`src/rtl/dot_operand_loader.sv`:
```
// rtl/dot_operand_loader.sv - packs N operand pairs, launches the dot-product datapath, returns its result
// Optional short-job support is enabled by defining LOADER_ZERO_PAD_EN.
module dot_operand_loader #(
    parameter int WIDTH = 32,
    parameter int N     = 5
) (
    input  logic               clk,
    input  logic               reset,
    input  logic               in_valid,
    output logic               in_ready,
    input  logic [WIDTH-1:0]   in_a,
    input  logic [WIDTH-1:0]   in_b,
    input  logic               in_last,
    output logic [N*WIDTH-1:0] a_flat,
    output logic [N*WIDTH-1:0] b_flat,
    output logic               start,
    input  logic               dp_valid,
    input  logic               dp_busy,
    input  logic [WIDTH-1:0]   dp_x,
    output logic               res_valid,
    input  logic               res_ready,
    output logic [WIDTH-1:0]   res_data,
    output logic [15:0]        job_count
);
    localparam int IDX_W = (N > 1) ? $clog2(N) : 1;

    typedef enum logic [1:0] {
        FILL   = 2'd0,
        LAUNCH = 2'd1,
        WAIT   = 2'd2,
        HOLD   = 2'd3
    } state_t;

    state_t           state;
    state_t           state_nxt;
    logic [IDX_W-1:0] idx;
    logic [WIDTH-1:0] a_reg [N];
    logic [WIDTH-1:0] b_reg [N];
    logic [15:0]      job_cnt;
    logic             accept;
    logic             at_end;
    logic             fill_done;

    // Gating with reset keeps the loader silent while a job is being aborted.
    assign in_ready  = (state == FILL) && !reset;
    assign accept    = in_valid && in_ready;
    assign at_end    = (idx == IDX_W'(N - 1));
    assign job_count = job_cnt;

`ifdef LOADER_ZERO_PAD_EN
    assign fill_done = accept && (at_end || in_last);
`else
    logic unused_last;
    assign unused_last = in_last;
    assign fill_done   = accept && at_end;
`endif

    always_comb begin
        state_nxt = state;
        start     = 1'b0;
        res_valid = 1'b0;
        case (state)
            FILL: begin
                if (fill_done) state_nxt = LAUNCH;
            end
            LAUNCH: begin
                if (!dp_busy) begin
                    start     = !reset;
                    state_nxt = WAIT;
                end
            end
            WAIT: begin
                if (dp_valid) state_nxt = HOLD;
            end
            HOLD: begin
                res_valid = !reset;
                if (res_ready) state_nxt = FILL;
            end
            default: state_nxt = FILL;
        endcase
    end

    always_ff @(posedge clk) begin
        if (reset) begin
            state    <= FILL;
            idx      <= '0;
            res_data <= '0;
            job_cnt  <= '0;
            for (int i = 0; i < N; i++) begin
                a_reg[i] <= '0;
                b_reg[i] <= '0;
            end
        end else begin
            state <= state_nxt;
            if (accept) begin
                idx <= fill_done ? '0 : idx + 1'b1;
                for (int i = 0; i < N; i++) begin
                    if (IDX_W'(i) == idx) begin
                        a_reg[i] <= in_a;
                        b_reg[i] <= in_b;
                    end
`ifdef LOADER_ZERO_PAD_EN
                    // A short job clears the unused tail so the datapath sums only given pairs.
                    else if (in_last && (IDX_W'(i) > idx)) begin
                        a_reg[i] <= '0;
                        b_reg[i] <= '0;
                    end
`endif
                end
            end
            if ((state == WAIT) && dp_valid) res_data <= dp_x;
            if ((state == HOLD) && res_ready) job_cnt <= job_cnt + 16'd1;
        end
    end

    for (genvar g = 0; g < N; g++) begin : g_flat
        assign a_flat[g*WIDTH +: WIDTH] = a_reg[g];
        assign b_flat[g*WIDTH +: WIDTH] = b_reg[g];
    end
endmodule

```
`config.mk`:
```
export PLATFORM = sky130hd
export DESIGN_NAME = dot_operand_loader
export DESIGN_NICKNAME = d
export VERILOG_FILES = /design/src/rtl/dot_operand_loader.sv
export SDC_FILE = /design/constraint.sdc
export NUM_CORES = 1
export LEC_CHECK = 0
export ABC_AREA = 1
export BUFFER_PORTS_ARGS = -buffer_cell sky130_fd_sc_hd__buf_2
export CORE_AREA = 2 2 184 186
export CTS_CLUSTER_DIAMETER = 60
export DETAILED_ROUTE_END_ITERATION = 8
export DIE_AREA = 0 0 186 188
export PLACE_DENSITY = 0.69
export SYNTH_ARGS = -nofsm -noshare
export SYNTH_HDL_FRONTEND = slang
export SYNTH_SLANG_ARGS = --single-unit
```
`constraint.sdc`:
```
create_clock -name clk -period 3.55 [get_ports clk]
set_clock_uncertainty 0.05 [all_clocks]
set_input_delay 0.5325 -clock clk [delete_from_list [all_inputs] [get_ports clk]]
set_output_delay 0.5325 -clock clk [all_outputs]
set_load 0.1 [all_outputs]
```
== Word level (Yosys, flattened, before mapping) ==
Memory sizes are Yosys's and may differ from the RTL's.
Cells that the tools add are included.
Word-level totals
  output and inout port bits: 371
  logic and storage cells: 80
  bits in writable memories: 320
  register bits after elaboration: 53
  memories: 2
Memory list
  a_reg: words 5, bits a word 32, rd ports 5, clocked after Yosys merged registers in 0, wr ports 5, line 37  | logic [WIDTH-1:0] a_reg [N];
  b_reg: words 5, bits a word 32, rd ports 5, clocked after Yosys merged registers in 0, wr ports 5, line 38  | logic [WIDTH-1:0] b_reg [N];
Operators by class
  bitwise logic cells: 10
  reduce and logical (&&, ||, !) cells: 9
  add/subtract/negate cells: 2
  eq/ne operators: 12
  multiplexer cells: 41
Operators with widths (count)
  32-bit 2-to-1 mux: 10
  1-bit 2-to-1 mux: 25
  16-bit by 1-bit adder with 16-bit output, second input constant: 1
  1-bit OR: 10
  2-bit 2-to-1 mux: 4
  2-bit != test, second input constant: 4
  2-bit one-hot mux with 4 select lines: 1
  2-bit by 3-bit equality test with 1-bit output, first input constant: 2
  1-bit logical AND: 5
  2-bit equality test, second input constant: 2
  4-bit AND reduction: 1
  3-bit by 1-bit adder with 3-bit output, second input constant: 1
  1-bit by 3-bit equality test with 1-bit output, first input constant: 1
  3-bit equality test, first input constant: 1
  3-bit equality test, second input constant: 1
  3-bit zero test: 1
  3-bit 2-to-1 mux: 1
  2-bit by 1-bit equality test with 1-bit output, second input constant: 1
  2-bit zero test: 1
  1-bit zero test: 1

== Logic depth before layout (Yosys ltp) ==
Gate-level depths: netlist of run 1.
  depth after elaboration: 7
  mapped depth: 9
  depth with buffers taken out: 9

== Worst setup path after synthesis of run 1 ==
Ideal clock, no wire load.
  kind: flip-flop to flip-flop
  start point: register state[0]
  end point: memory a_reg[4][0], in the netlist a_reg[0][128], enable pin
  library setup time: 424 ps
  arrival: 3845 ps
  period minus slack after synthesis: 4319 ps
  slack: -769 ps
  required time: 3076 ps
  cell stages (with the launch flop): 7
  cell sequence: dfxtp_1 -> inv_1 -> ha_1 -> inv_1 -> nor2_1 -> nand3b_1 -> nand2_1
RTL lines
  start: declaration: line 34  | state_t state;
  start signal: assignment: line 94  | state <= state_nxt;
  end: declaration: line 37

== Worst setup path in the final report of run 1 ==
  start point: register state[0]
  end point: output in_ready
Between the ends
  longest elaborated chain between the ends: 2
RTL lines
  2-bit zero test: line 45  | assign in_ready = (state == FILL) && !reset;
  1-bit logical AND: line 45
  end: declaration: line 10  | output logic in_ready,
No other way between the ends.

==> results of run 1 <==
cells in the final DEF (no fill, tap or decap), drive strengths merged, types with 3 or more instances in the layout:
cell type and count:
a21oi 13, buf 482, bufinv 3, clkbuf 43
clkinv 14, clkinvlp 4, dfxtp 53, edfxtp 320
ha 11, inv 98, nand2 113, nand3 10
nand4 3, nor2 98, o21ai 43
metal layers:
metal	wire [um]	part of all wire
met1	12000	0.38
met2	15900	0.51
met3	2700	0.086
met4	743	0.024
met5	0	0
critical path, stage by stage, from the launching register on:
cell and delay, ps:
sky130_fd_sc_hd__dfxtp_1 330, sky130_fd_sc_hd__inv_1 120, sky130_fd_sc_hd__ha_1 260, sky130_fd_sc_hd__inv_1 70
sky130_fd_sc_hd__nor2_2 100, sky130_fd_sc_hd__buf_2 450
power by group:
| part | switching (mW) | internal, mW |
|---|---|---|
| combinational | 3.29 | 0.375 |
| clock | 1.63 | 2.25 |
| sequential | 0.107 | 5.27 |
| total | 5.04 | 7.90 |
through the flow:
stage	total power, mW	utilization	cell area, um2	worst slack [ps]	instances
after floorplan	8.68	-	12600	382	783
after global placement	9.13	0.470	15600	1020	1695
after detailed placement	9.16	0.470	15600	1010	1695
after CTS	13.0	0.507	16800	1090	1763
after global routing	13.3	0.507	16800	971	1765
final	12.9	0.507	16800	1110	1765
area by class of cell:
type / instances / share of cell area
clock inverters: 25 / 0.0141
well taps: 448 / 0.0334
repair buffers: 482 / 0.150
diodes: 2 / 0.000298
clock buffers: 43 / 0.0590
multi-input cells: 298 / 0.0870
flip-flops and latches: 373 / 0.635
inverters: 94 / 0.0215
synthesized netlist by cell type:
cell,n
sky130_fd_sc_hd__inv_2,20
sky130_fd_sc_hd__ha_1,11
sky130_fd_sc_hd__o21ai_2,1
sky130_fd_sc_hd__nand3_4,1
sky130_fd_sc_hd__nand3_1,9
sky130_fd_sc_hd__nor2_1,97
sky130_fd_sc_hd__o21bai_1,1
sky130_fd_sc_hd__nand2_2,25
sky130_fd_sc_hd__buf_1,1
sky130_fd_sc_hd__dfxtp_1,53
sky130_fd_sc_hd__buf_12,2
sky130_fd_sc_hd__buf_6,5
sky130_fd_sc_hd__clkbuf_1,10
sky130_fd_sc_hd__edfxtp_1,320
sky130_fd_sc_hd__inv_1,73
sky130_fd_sc_hd__nand2_1,88
sky130_fd_sc_hd__inv_8,1
sky130_fd_sc_hd__or2_2,1
sky130_fd_sc_hd__nand4_4,1
sky130_fd_sc_hd__nor2_2,1
sky130_fd_sc_hd__o21ai_0,42
sky130_fd_sc_hd__a21oi_1,13
sky130_fd_sc_hd__a31oi_1,1
sky130_fd_sc_hd__xnor2_1,1
sky130_fd_sc_hd__nor3_1,2
sky130_fd_sc_hd__nand3b_1,1
sky130_fd_sc_hd__nand4_1,2
logic make-up after synthesis:
family,Yosys count,share of synthesized area
xor+xnor,1,0.000696
compound gates,58,0.0237
buf+inv,112,0.0396
simple gates,228,0.0776
fa+ha+maj,11,0.0109
flops,373,0.848
path summary, 6_finish.rpt:
path,cells past startpoint,startpoint,end
worst max-delay path,5,state[0],in_ready
worst min register to register,2,res_data[2],res_data[2]
worst min-delay path,3,dp_x[26],res_data[26]
worst max register to register,7,state[0],b_reg[0][159]
==> report_table.html, run 1 <==
<table>
<tr><th>Metric</th><th>Value</th></tr>
<tr><th colspan="2">Yosys</th></tr>
<tr><td>Count of different cell masters after synthesis</td><td>27</td></tr>
<tr><td>Post-synthesis average cell area</td><td>16.1 um2</td></tr>
<tr><td>Post-synthesis sequential area ratio</td><td>0.848</td></tr>
<tr><td>Cell types with the largest area share after synthesis</td><td>sky130_fd_sc_hd__edfxtp_1 76%, sky130_fd_sc_hd__dfxtp_1 8.4%, sky130_fd_sc_hd__nor2_1 2.9%</td></tr>
<tr><td>Nets in the synthesized netlist</td><td>897</td></tr>
<tr><td>Register bit total from synthesis</td><td>373</td></tr>
<tr><td>Post-synth top area share</td><td>0.763</td></tr>
<tr><td>Area of the mapped netlist</td><td>0.0126 mm2</td></tr>
<tr><td>Total number of yosys warnings</td><td>0</td></tr>
<tr><td>Library cell with the largest summed area after synthesis</td><td>sky130_fd_sc_hd__edfxtp_1</td></tr>
<tr><td>Number of cells produced by synthesis</td><td>783</td></tr>
<tr><th colspan="2">Power</th></tr>
<tr><td>Leakage power of the design</td><td>7.62 nW</td></tr>
<tr><td>Cell Pwr Density</td><td>770 mW/mm2</td></tr>
<tr><td>Max rail drop VDD</td><td>0.361 mV</td></tr>
<tr><th colspan="2">Worst setup path</th></tr>
<tr><td>CP required</td><td>2970 ps</td></tr>
<tr><td>Maximum fanout encountered on the critical timing path</td><td>4</td></tr>
<tr><td>R2R Setup Slk</td><td>1240 ps</td></tr>
<tr><td>CP Launch Type</td><td>flop</td></tr>
<tr><td>Endpoint kind of the worst setup timing path</td><td>output port</td></tr>
<tr><td>Worst EP arrival</td><td>1860 ps</td></tr>
<tr><td>Critical path class</td><td>flop to output port</td></tr>
<tr><th colspan="2">Clock tree</th></tr>
<tr><td>Clock Sinks</td><td>373</td></tr>
<tr><td>Clock-pin slew on the worst setup and hold paths</td><td>60 ps</td></tr>
<tr><td>Number of buffers created by CTS</td><td>38</td></tr>
<tr><td>Htree depth</td><td>2</td></tr>
<tr><td>Source-to-sink clock delay at the later pin of the worst-skew pair</td><td>510 ps</td></tr>
<tr><td>Count of cells resized by post-cts repair</td><td>0</td></tr>
<tr><td>Max Buffers Root-to-Sink</td><td>3</td></tr>
<tr><td>Number of post-CTS setup repair buffers</td><td>0</td></tr>
<tr><td>Clock tree root driver cell</td><td>sky130_fd_sc_hd__clkbuf_16</td></tr>
<tr><td>TritonCTS clock tree</td><td>built</td></tr>
<tr><td>Total of hold buffers inserted after clock tree synthesis</td><td>0</td></tr>
<tr><th colspan="2">Detailed routing</th></tr>
<tr><td>Number of remaining DRC errors</td><td>0</td></tr>
<tr><td>Total Routed Length</td><td>31300 um</td></tr>
<tr><td>Number of iterations in the first detailed-routing pass</td><td>4</td></tr>
<tr><td>ANT nets after route</td><td>0</td></tr>
<tr><td>DR iter-0 viols</td><td>469</td></tr>
<tr><td>Total vias in the final route</td><td>7821</td></tr>
<tr><td>Vias per Instance</td><td>4.43</td></tr>
<tr><td>Routed wirelength normalized by instance count</td><td>17.7 um</td></tr>
<tr><th colspan="2">Timing</th></tr>
<tr><td>Worst slew margin relative to its limit</td><td>0.343</td></tr>
<tr><td>Top achievable clock speed</td><td>410 MHz</td></tr>
<tr><td>Actual transition at the worst max-transition pin</td><td>984 ps</td></tr>
<tr><td>Final critical-path share of the clock period</td><td>0.687</td></tr>
<tr><td>Setup violators final</td><td>0</td></tr>
<tr><td>Number of pins exceeding their max-slew limit in the final report</td><td>0</td></tr>
<tr><td>Fin Hold WS</td><td>217 ps</td></tr>
<tr><td>Min Clock Period, post-route</td><td>2440 ps</td></tr>
<tr><td>Aggregate negative setup slack</td><td>0 ps</td></tr>
<tr><td>Final hold violation count</td><td>0</td></tr>
<tr><td>RSZ-0062 raised after global routing</td><td>false</td></tr>
<tr><th colspan="2">Run</th></tr>
<tr><td>Number of max-cap violations</td><td>0</td></tr>
<tr><th colspan="2">Final layout</th></tr>
<tr><td>Share of post-route cells with drive strength above 1</td><td>0.454</td></tr>
<tr><td>Area growth syn-to-layout</td><td>33.4%</td></tr>
<tr><td>Final layout net count</td><td>1401</td></tr>
<tr><td>Number of filler cells placed in the layout</td><td>2777</td></tr>
<tr><td>Area occupied by multi-input gates</td><td>0.00146 mm2</td></tr>
<tr><td>Sequential cell area</td><td>0.0107 mm2</td></tr>
<tr><th colspan="2">Die</th></tr>
<tr><td>Placeable core region</td><td>0.0331 mm2</td></tr>
<tr><td>Starting density of the core</td><td>0.380</td></tr>
<tr><td>Full die area</td><td>0.0350 mm2</td></tr>
<tr><td>Floorplan die width</td><td>186 um</td></tr>
<tr><td>Vertical die dimension</td><td>188 um</td></tr>
<tr><td>Top Ports</td><td>474</td></tr>
<tr><td>Floorplan row count</td><td>67</td></tr>
<tr><th colspan="2">Global routing</th></tr>
<tr><td>Global Route met3 Usage</td><td>0.0520</td></tr>
<tr><td>GRT overflow</td><td>0</td></tr>
<tr><td>Most utilized layer in the global route result</td><td>met2</td></tr>
<tr><td>Maximum number of pins on one net before global-route repair</td><td>56</td></tr>
<tr><td>Met2 usage</td><td>0.306</td></tr>
<tr><td>Total routing usage reported by global routing</td><td>0.174</td></tr>
<tr><td>Via count of the first global-routing pass</td><td>7879</td></tr>
<tr><td>Initial antenna violation count</td><td>2</td></tr>
<tr><td>Met1 layer usage reported by global route</td><td>0.201</td></tr>
<tr><td>Global-route wire length before repair</td><td>45700 um</td></tr>
<tr><th colspan="2">Place</th></tr>
<tr><td>Count of port buffers added during placement</td><td>472</td></tr>
<tr><td>HPWL after detailed placement</td><td>21800 um</td></tr>
<tr><td>GPL Wtd Cong</td><td>0.812</td></tr>
<tr><th colspan="2">Min path</th></tr>
<tr><td>Classification of the worst-slack hold path</td><td>input pin to flop</td></tr>
<tr><th colspan="2">Outcome</th></tr>
<tr><td>Run status</td><td>finished, final reports clean</td></tr>
</table>
Power figures use the tool's default switching activity.
==> inputs of run 2 (changes only) <==
Settings changed: CORE_AREA 2 2 184 186 to 2 2 183 185, DIE_AREA 0 0 186 188 to 0 0 185 187, PLACE_DENSITY 0.69 to 0.72.
Clock period 3.55 ns to 2.2 ns, I/O delays scaled along.
==> report_table.html, run 2 (synthesized netlist as in run 1, its figures left out) <==
<table>
<tr><th>Metric</th><th>Value</th></tr>
<tr><th colspan="2">Run</th></tr>
<tr><td>Number of max-cap violations</td><td>0</td></tr>
<tr><th colspan="2">Final layout</th></tr>
<tr><td>Fraction of the core area covered by cells at the end of the flow</td><td>0.521</td></tr>
<tr><td>Antenna cells</td><td>0</td></tr>
<tr><td>Final layout net count</td><td>1421</td></tr>
<tr><td>Area growth syn-to-layout</td><td>36.1%</td></tr>
<tr><td>Most used cells in the layout excluding fill and tap cells</td><td>469 x sky130_fd_sc_hd__buf_2, 320 x sky130_fd_sc_hd__edfxtp_1, 95 x sky130_fd_sc_hd__nor2_1</td></tr>
<tr><td>Final std cells w/o fill</td><td>1784</td></tr>
<tr><td>Share of post-route cells with drive strength above 1</td><td>0.453</td></tr>
<tr><td>Leading cell type in the layout, fill and taps excluded</td><td>sky130_fd_sc_hd__buf_2</td></tr>
<tr><th colspan="2">Global routing</th></tr>
<tr><td>Via count of the first global-routing pass</td><td>7857</td></tr>
<tr><td>Global-route wire length before repair</td><td>45600 um</td></tr>
<tr><td>Initial antenna violation count</td><td>1</td></tr>
<tr><td>Most utilized layer in the global route result</td><td>met2</td></tr>
<tr><td>Global Route met3 Usage</td><td>0.0461</td></tr>
<tr><td>Met1 layer usage reported by global route</td><td>0.205</td></tr>
<tr><td>GRT overflow</td><td>0</td></tr>
<tr><td>Total routing usage reported by global routing</td><td>0.176</td></tr>
<tr><td>Met2 usage</td><td>0.314</td></tr>
<tr><td>Maximum number of pins on one net before global-route repair</td><td>65</td></tr>
<tr><th colspan="2">Worst setup path</th></tr>
<tr><td>Longest individual stage delay on the worst path</td><td>390 ps</td></tr>
<tr><td>CP Launch Type</td><td>flop</td></tr>
<tr><td>Slowest library cell on the worst path</td><td>sky130_fd_sc_hd__dfxtp_1</td></tr>
<tr><td>Source of the worst register-to-register timing path</td><td>state[1]</td></tr>
<tr><td>Gate family responsible for the most delay along the worst path</td><td>buffers and inverters</td></tr>
<tr><td>Cell breakdown of the critical path</td><td>inv_1, ha_4, inv_1, nor2_4, nand3b_1, nand4_4, clkbuf_16, nand2_1, inv_1</td></tr>
<tr><td>Number of cells on the worst reg-to-reg path</td><td>9</td></tr>
<tr><td>CP Depth</td><td>9</td></tr>
<tr><td>CP required</td><td>2400 ps</td></tr>
<tr><td>Endpoint kind of the worst setup timing path</td><td>flop</td></tr>
<tr><td>WP buf/inv</td><td>4</td></tr>
<tr><td>R2R Setup Slk</td><td>130 ps</td></tr>
<tr><td>Maximum fanout encountered on the critical timing path</td><td>32</td></tr>
<tr><td>Worst reg2reg endpoint</td><td>b_reg[0][35]</td></tr>
<tr><td>Worst EP arrival</td><td>2270 ps</td></tr>
<tr><td>Most prevalent standard cell on the critical path</td><td>sky130_fd_sc_hd__inv_1</td></tr>
<tr><td>Critical path class</td><td>flop to flop</td></tr>
<tr><th colspan="2">Power</th></tr>
<tr><td>Cell Pwr Density</td><td>1240 mW/mm2</td></tr>
<tr><td>Leakage power of the design</td><td>7.77 nW</td></tr>
<tr><td>Max rail drop VDD</td><td>0.588 mV</td></tr>
<tr><th colspan="2">Min path</th></tr>
<tr><td>Worst hold stages</td><td>3</td></tr>
<tr><td>Classification of the worst-slack hold path</td><td>input pin to flop</td></tr>
<tr><td>WHS Endpoint</td><td>res_data[25]</td></tr>
<tr><td>Worst Hold Launch</td><td>dp_x[25]</td></tr>
<tr><th colspan="2">Die</th></tr>
<tr><td>Full die area</td><td>0.0346 mm2</td></tr>
<tr><td>Starting density of the core</td><td>0.383</td></tr>
<tr><td>Top Ports</td><td>474</td></tr>
<tr><td>Floorplan row count</td><td>67</td></tr>
<tr><td>Floorplan die width</td><td>185 um</td></tr>
<tr><td>Placeable core region</td><td>0.0329 mm2</td></tr>
<tr><td>Vertical die dimension</td><td>187 um</td></tr>
<tr><th colspan="2">Clock tree</th></tr>
<tr><td>Number of buffers created by CTS</td><td>39</td></tr>
<tr><td>Htree depth</td><td>2</td></tr>
<tr><td>Source-to-sink clock delay at the later pin of the worst-skew pair</td><td>510 ps</td></tr>
<tr><td>Number of post-CTS setup repair buffers</td><td>0</td></tr>
<tr><td>Clock Sinks</td><td>373</td></tr>
<tr><td>Clock-pin slew on the worst setup and hold paths</td><td>60 ps</td></tr>
<tr><td>Clock tree root driver cell</td><td>sky130_fd_sc_hd__clkbuf_16</td></tr>
<tr><td>Max Buffers Root-to-Sink</td><td>3</td></tr>
<tr><td>TritonCTS clock tree</td><td>built</td></tr>
<tr><th colspan="2">Outcome</th></tr>
<tr><td>Run status</td><td>finished, final reports clean</td></tr>
<tr><th colspan="2">Timing</th></tr>
<tr><td>Min Clock Period, post-route</td><td>2070 ps</td></tr>
<tr><td>Setup violators final</td><td>0</td></tr>
<tr><td>Number of pins exceeding their max-slew limit in the final report</td><td>0</td></tr>
<tr><td>Actual transition at the worst max-transition pin</td><td>1000 ps</td></tr>
<tr><td>Final critical-path share of the clock period</td><td>0.943</td></tr>
<tr><td>Final hold violation count</td><td>0</td></tr>
<tr><td>Aggregate negative setup slack</td><td>0 ps</td></tr>
<tr><td>Top achievable clock speed</td><td>482 MHz</td></tr>
<tr><td>RSZ-0062 raised after global routing</td><td>false</td></tr>
<tr><td>Worst slew margin relative to its limit</td><td>0.330</td></tr>
<tr><th colspan="2">Detailed routing</th></tr>
<tr><td>Total vias in the final route</td><td>7996</td></tr>
<tr><td>Number of remaining DRC errors</td><td>0</td></tr>
<tr><td>ANT nets after route</td><td>0</td></tr>
<tr><td>Total Routed Length</td><td>31900 um</td></tr>
<tr><td>Number of iterations in the first detailed-routing pass</td><td>4</td></tr>
<tr><td>DR iter-0 viols</td><td>586</td></tr>
<tr><td>Routed wirelength normalized by instance count</td><td>17.9 um</td></tr>
<tr><td>Vias per Instance</td><td>4.48</td></tr>
<tr><th colspan="2">Place</th></tr>
<tr><td>GPL Wtd Cong</td><td>0.839</td></tr>
<tr><td>Placed instance count</td><td>1699</td></tr>
<tr><td>Count of port buffers added during placement</td><td>472</td></tr>
<tr><td>HPWL after detailed placement</td><td>21100 um</td></tr>
</table>
run 2: changes by cell type in the layout (fill, tap and decap cells not counted), moves of 2 or more:
cell                            delta
sky130_fd_sc_hd__clkbuf_16         +3
sky130_fd_sc_hd__buf_4             +2
sky130_fd_sc_hd__inv_6             -4
sky130_fd_sc_hd__buf_2             -3
sky130_fd_sc_hd__dlygate4sd3_1    +14
sky130_fd_sc_hd__diode_2           -2
sky130_fd_sc_hd__clkinv_1          +3
sky130_fd_sc_hd__buf_12            +3
run 2: per-stage QoR:
stage	cell area [um2]	hold WS [ps]	setup WS, ps	total power [mW]
2_1_floorplan	12600	422	-577	14.0
3_3_place_gp	15700	410	177	14.8
3_5_place_dp	15700	416	131	14.8
4_1_cts	17100	0.189	0.179	21.3
5_1_grt	17100	25.5	13.1	21.8
6_report	17100	27.9	126	21.2
run 2: worst min-delay path: cells and delay by family:
| kind | cells | cell delay (ps) |
|---|---|---|
| AO/OA/AOI/OAI | 1 | 80 |
| buffers and inverters | 1 | 80 |
| AND/OR/NAND/NOR | 1 | 80 |
run 2: worst max path at each step:
| stage | startpoint | end |
|---|---|---|
| floorplan | reset | a_reg[0][100] |
| global placement | idx[0] | a_reg[0][22] |
| detailed placement | idx[0] | a_reg[0][150] |
| CTS | state[0] | res_valid |
| global route | state[1] | b_reg[0][35] |
| finish | state[1] | b_reg[0][35] |
run 2: area by class of cell:
cell class / instances / area (um2)
Fill cell: 2728 / 15700
Sequential cell: 373 / 10700
Timing Repair Buffer: 501 / 2770
Multi-Input combinational cell: 298 / 1480
Clock buffer: 44 / 1040
Tap cell: 448 / 561
Inverter: 94 / 360
Clock inverter: 26 / 251
run 2: timing repair:
item,4_1_cts,5_1_grt
setup endpoints to repair,0,25
resized for setup,0,4
hold buffers,14,0
hold endpoints to repair,14,0
run 2: power breakdown:
group          total, mW  internal (mW)  switching [mW]
clock network       6.51           3.88            2.63
logic               6.02          0.675            5.35
registers           8.67           8.50           0.173
run 2: routing by layer:
layer  up-vias  share of wire  wire (um)
met5         -        0.00041         13
met4         2          0.020        652
met3        56          0.078       2490
met2       379           0.52      16500
met1      3817           0.38      12100
li1       3742              -          -
==> inputs of run 3 (changes only) <==
Settings changed: CELL_PAD_IN_SITES_DETAIL_PLACEMENT from default to 0, CELL_PAD_IN_SITES_GLOBAL_PLACEMENT from default to 2, CORE_AREA 2 2 183 185 to default, CORE_MARGIN from default to 1.5, CORE_UTILIZATION from default to 32, DIE_AREA 0 0 185 187 to default, PLACE_DENSITY 0.72 to 0.82.
Clock period 2.2 ns to 2 ns, I/O delays scaled along.
==> report_table.html, run 3 (synthesized netlist as in run 1, its figures left out) <==
<table>
<tr><th>Metric</th><th>Value</th></tr>
<tr><th colspan="2">Worst setup path</th></tr>
<tr><td>Cell breakdown of the critical path</td><td>inv_2, ha_4, inv_2, nor2_4, buf_4</td></tr>
<tr><td>Most prevalent standard cell on the critical path</td><td>sky130_fd_sc_hd__inv_2</td></tr>
<tr><td>Endpoint kind of the worst setup timing path</td><td>output port</td></tr>
<tr><td>Slowest library cell on the worst path</td><td>sky130_fd_sc_hd__dfxtp_2</td></tr>
<tr><td>Worst EP arrival</td><td>1570 ps</td></tr>
<tr><td>CP Launch Type</td><td>flop</td></tr>
<tr><td>R2R Setup Slk</td><td>120 ps</td></tr>
<tr><td>Source of the worst register-to-register timing path</td><td>idx[0]</td></tr>
<tr><td>Maximum fanout encountered on the critical timing path</td><td>4</td></tr>
<tr><td>CP required</td><td>1650 ps</td></tr>
<tr><td>Number of cells on the worst reg-to-reg path</td><td>7</td></tr>
<tr><td>Longest individual stage delay on the worst path</td><td>340 ps</td></tr>
<tr><td>Critical path class</td><td>flop to output port</td></tr>
<tr><td>Launching instance or port of the critical path</td><td>state[1]</td></tr>
<tr><td>Worst reg2reg endpoint</td><td>b_reg[0][157]</td></tr>
<tr><th colspan="2">Timing</th></tr>
<tr><td>Number of pins exceeding their max-slew limit in the final report</td><td>0</td></tr>
<tr><td>Worst slew margin relative to its limit</td><td>0.621</td></tr>
<tr><td>Final critical-path share of the clock period</td><td>0.959</td></tr>
<tr><td>Final hold violation count</td><td>0</td></tr>
<tr><td>Actual transition at the worst max-transition pin</td><td>572 ps</td></tr>
<tr><td>Setup violators final</td><td>0</td></tr>
<tr><td>RSZ-0062 raised after global routing</td><td>false</td></tr>
<tr><td>Top achievable clock speed</td><td>521 MHz</td></tr>
<tr><td>Aggregate negative setup slack</td><td>0 ps</td></tr>
<tr><td>Min Clock Period, post-route</td><td>1920 ps</td></tr>
<tr><th colspan="2">Clock tree</th></tr>
<tr><td>Max Buffers Root-to-Sink</td><td>3</td></tr>
<tr><td>Htree depth</td><td>2</td></tr>
<tr><td>TritonCTS clock tree</td><td>built</td></tr>
<tr><td>Clock tree root driver cell</td><td>sky130_fd_sc_hd__clkbuf_16</td></tr>
<tr><td>Source-to-sink clock delay at the later pin of the worst-skew pair</td><td>540 ps</td></tr>
<tr><td>Clock Sinks</td><td>373</td></tr>
<tr><td>Number of buffers created by CTS</td><td>41</td></tr>
<tr><td>Clock-pin slew on the worst setup and hold paths</td><td>60 ps</td></tr>
<tr><th colspan="2">Detailed routing</th></tr>
<tr><td>ANT nets after route</td><td>0</td></tr>
<tr><td>Vias per Instance</td><td>4.23</td></tr>
<tr><td>Metal2 WL</td><td>17700 um</td></tr>
<tr><td>Number of iterations in the first detailed-routing pass</td><td>6</td></tr>
<tr><td>Total Routed Length</td><td>34500 um</td></tr>
<tr><td>Routed wirelength normalized by instance count</td><td>18.0 um</td></tr>
<tr><td>Total vias in the final route</td><td>8091</td></tr>
<tr><td>WL met1</td><td>13200 um</td></tr>
<tr><td>DR iter-0 viols</td><td>418</td></tr>
<tr><td>Highest metal layer with signal wires</td><td>met5</td></tr>
<tr><td>Met3 WL post-DR</td><td>2800 um</td></tr>
<tr><td>Number of remaining DRC errors</td><td>0</td></tr>
<tr><th colspan="2">Place</th></tr>
<tr><td>HPWL after detailed placement</td><td>24200 um</td></tr>
<tr><td>Count of port buffers added during placement</td><td>472</td></tr>
<tr><td>GPL Wtd Cong</td><td>0.762</td></tr>
<tr><th colspan="2">Global routing</th></tr>
<tr><td>Via count of the first global-routing pass</td><td>8040</td></tr>
<tr><td>Maximum number of pins on one net before global-route repair</td><td>49</td></tr>
<tr><td>Total routing usage reported by global routing</td><td>0.167</td></tr>
<tr><td>Global-route wire length before repair</td><td>50400 um</td></tr>
<tr><td>Initial antenna violation count</td><td>6</td></tr>
<tr><td>GRT overflow</td><td>0</td></tr>
<tr><th colspan="2">Min path</th></tr>
<tr><td>WHS Endpoint</td><td>b_reg[0][131]</td></tr>
<tr><td>Worst Hold Launch</td><td>in_b[3]</td></tr>
<tr><td>Worst hold stages</td><td>3</td></tr>
<tr><td>Classification of the worst-slack hold path</td><td>input pin to flop</td></tr>
<tr><th colspan="2">Final layout</th></tr>
<tr><td>Sequential cell area</td><td>0.0107 mm2</td></tr>
<tr><td>Area growth syn-to-layout</td><td>43.0%</td></tr>
<tr><td>Number of filler cells placed in the layout</td><td>3495</td></tr>
<tr><td>Area occupied by multi-input gates</td><td>0.00170 mm2</td></tr>
<tr><td>Most used cells in the layout excluding fill and tap cells</td><td>469 x sky130_fd_sc_hd__buf_2, 320 x sky130_fd_sc_hd__edfxtp_1, 95 x sky130_fd_sc_hd__nor2_1</td></tr>
<tr><td>Final layout net count</td><td>1478</td></tr>
<tr><td>Leading cell type in the layout, fill and taps excluded</td><td>sky130_fd_sc_hd__buf_2</td></tr>
<tr><td>Share of post-route cells with drive strength above 1</td><td>0.512</td></tr>
<tr><th colspan="2">Run</th></tr>
<tr><td>Number of max-cap violations</td><td>0</td></tr>
<tr><th colspan="2">Outcome</th></tr>
<tr><td>Run status</td><td>finished, final reports clean</td></tr>
<tr><th colspan="2">Die</th></tr>
<tr><td>Floorplan die width</td><td>201 um</td></tr>
<tr><td>Placeable core region</td><td>0.0387 mm2</td></tr>
<tr><td>Vertical die dimension</td><td>201 um</td></tr>
<tr><td>Full die area</td><td>0.0405 mm2</td></tr>
<tr><td>Floorplan row count</td><td>72</td></tr>
<tr><td>Starting density of the core</td><td>0.325</td></tr>
<tr><td>Top Ports</td><td>474</td></tr>
<tr><th colspan="2">Power</th></tr>
<tr><td>Max rail drop VDD</td><td>0.622 mV</td></tr>
<tr><td>Cell Pwr Density</td><td>1310 mW/mm2</td></tr>
<tr><td>Leakage power of the design</td><td>8.08 nW</td></tr>
<tr><td>Final Power</td><td>23.6 mW</td></tr>
</table>
-- run 3: worst max-delay path: cells and delay by family (launching register included) --
kind | cells | cell delay, ps
simple gates | 1 | 100
flops | 1 | 340
buf+inv | 3 | 440
fa+ha+maj | 1 | 160
-- run 3: area by class of cell --
type	count	area share
clock inverter	26	0.0132
timing repair buffer	556	0.185
multi-input combinational	298	0.0946
inverter	94	0.0200
tap	518	0.0360
sequential	373	0.593
antenna	4	0.000556
clock buffer	46	0.0580
-- run 3: how the worst max path moves through the flow --
| stage | depth (start not counted) | slack [ps] | to |
|---|---|---|---|
| 5_1_grt | 5 | 4 | in_ready |
| 4_1_cts | 8 | 5 | b_reg[0][154] |
| 3_5_place_dp | 8 | 0.7 | b_reg[0][64] |
| 2_1_floorplan | 6 | -270 | a_reg[0][128] |
| 3_3_place_gp | 8 | 60 | a_reg[0][57] |
| 6_report | 5 | 80 | in_ready |
-- run 3: per-stage QoR --
stage	cell area [um2]	cells	hold slack (ps)	setup WS, ps	util
CTS	17900	1908	0.169	4.72	0.463
detailed placement	16100	1778	419	0.657	0.415
floorplan	12900	783	410	-268	-
global route	18000	1914	13.7	4.17	0.465
finish	18000	1915	32.0	81.6	0.465
global placement	16100	1778	408	56.7	0.415
-- run 3: layer usage --
metal  GRT usage  vias to the layer above
met5           0                        -
met4      0.0509                        2
met3      0.0536                       50
met2       0.294                      365
li1            -                     3866
met1       0.192                     3808
-- run 3: power by group --
part | leakage, nW | switching, mW | internal, mW
Combinational | 3.71 | 6.00 | 0.879
Clock | 0.633 | 3.00 | 4.19
Sequential | 3.74 | 0.190 | 9.35
Total | 8.08 | 9.19 | 14.4
-- run 3: what timing repair did --
action / 4_1_cts / 5_1_grt
resized for setup: 2 / 9
pin swaps: 0 / 1
endpoints found under the setup margin: 2 / 343
cloned: 0 / 1
endpoints found under the hold margin: 147 / 0
hold buffers: 58 / 0
setup buffers: 0 / 2
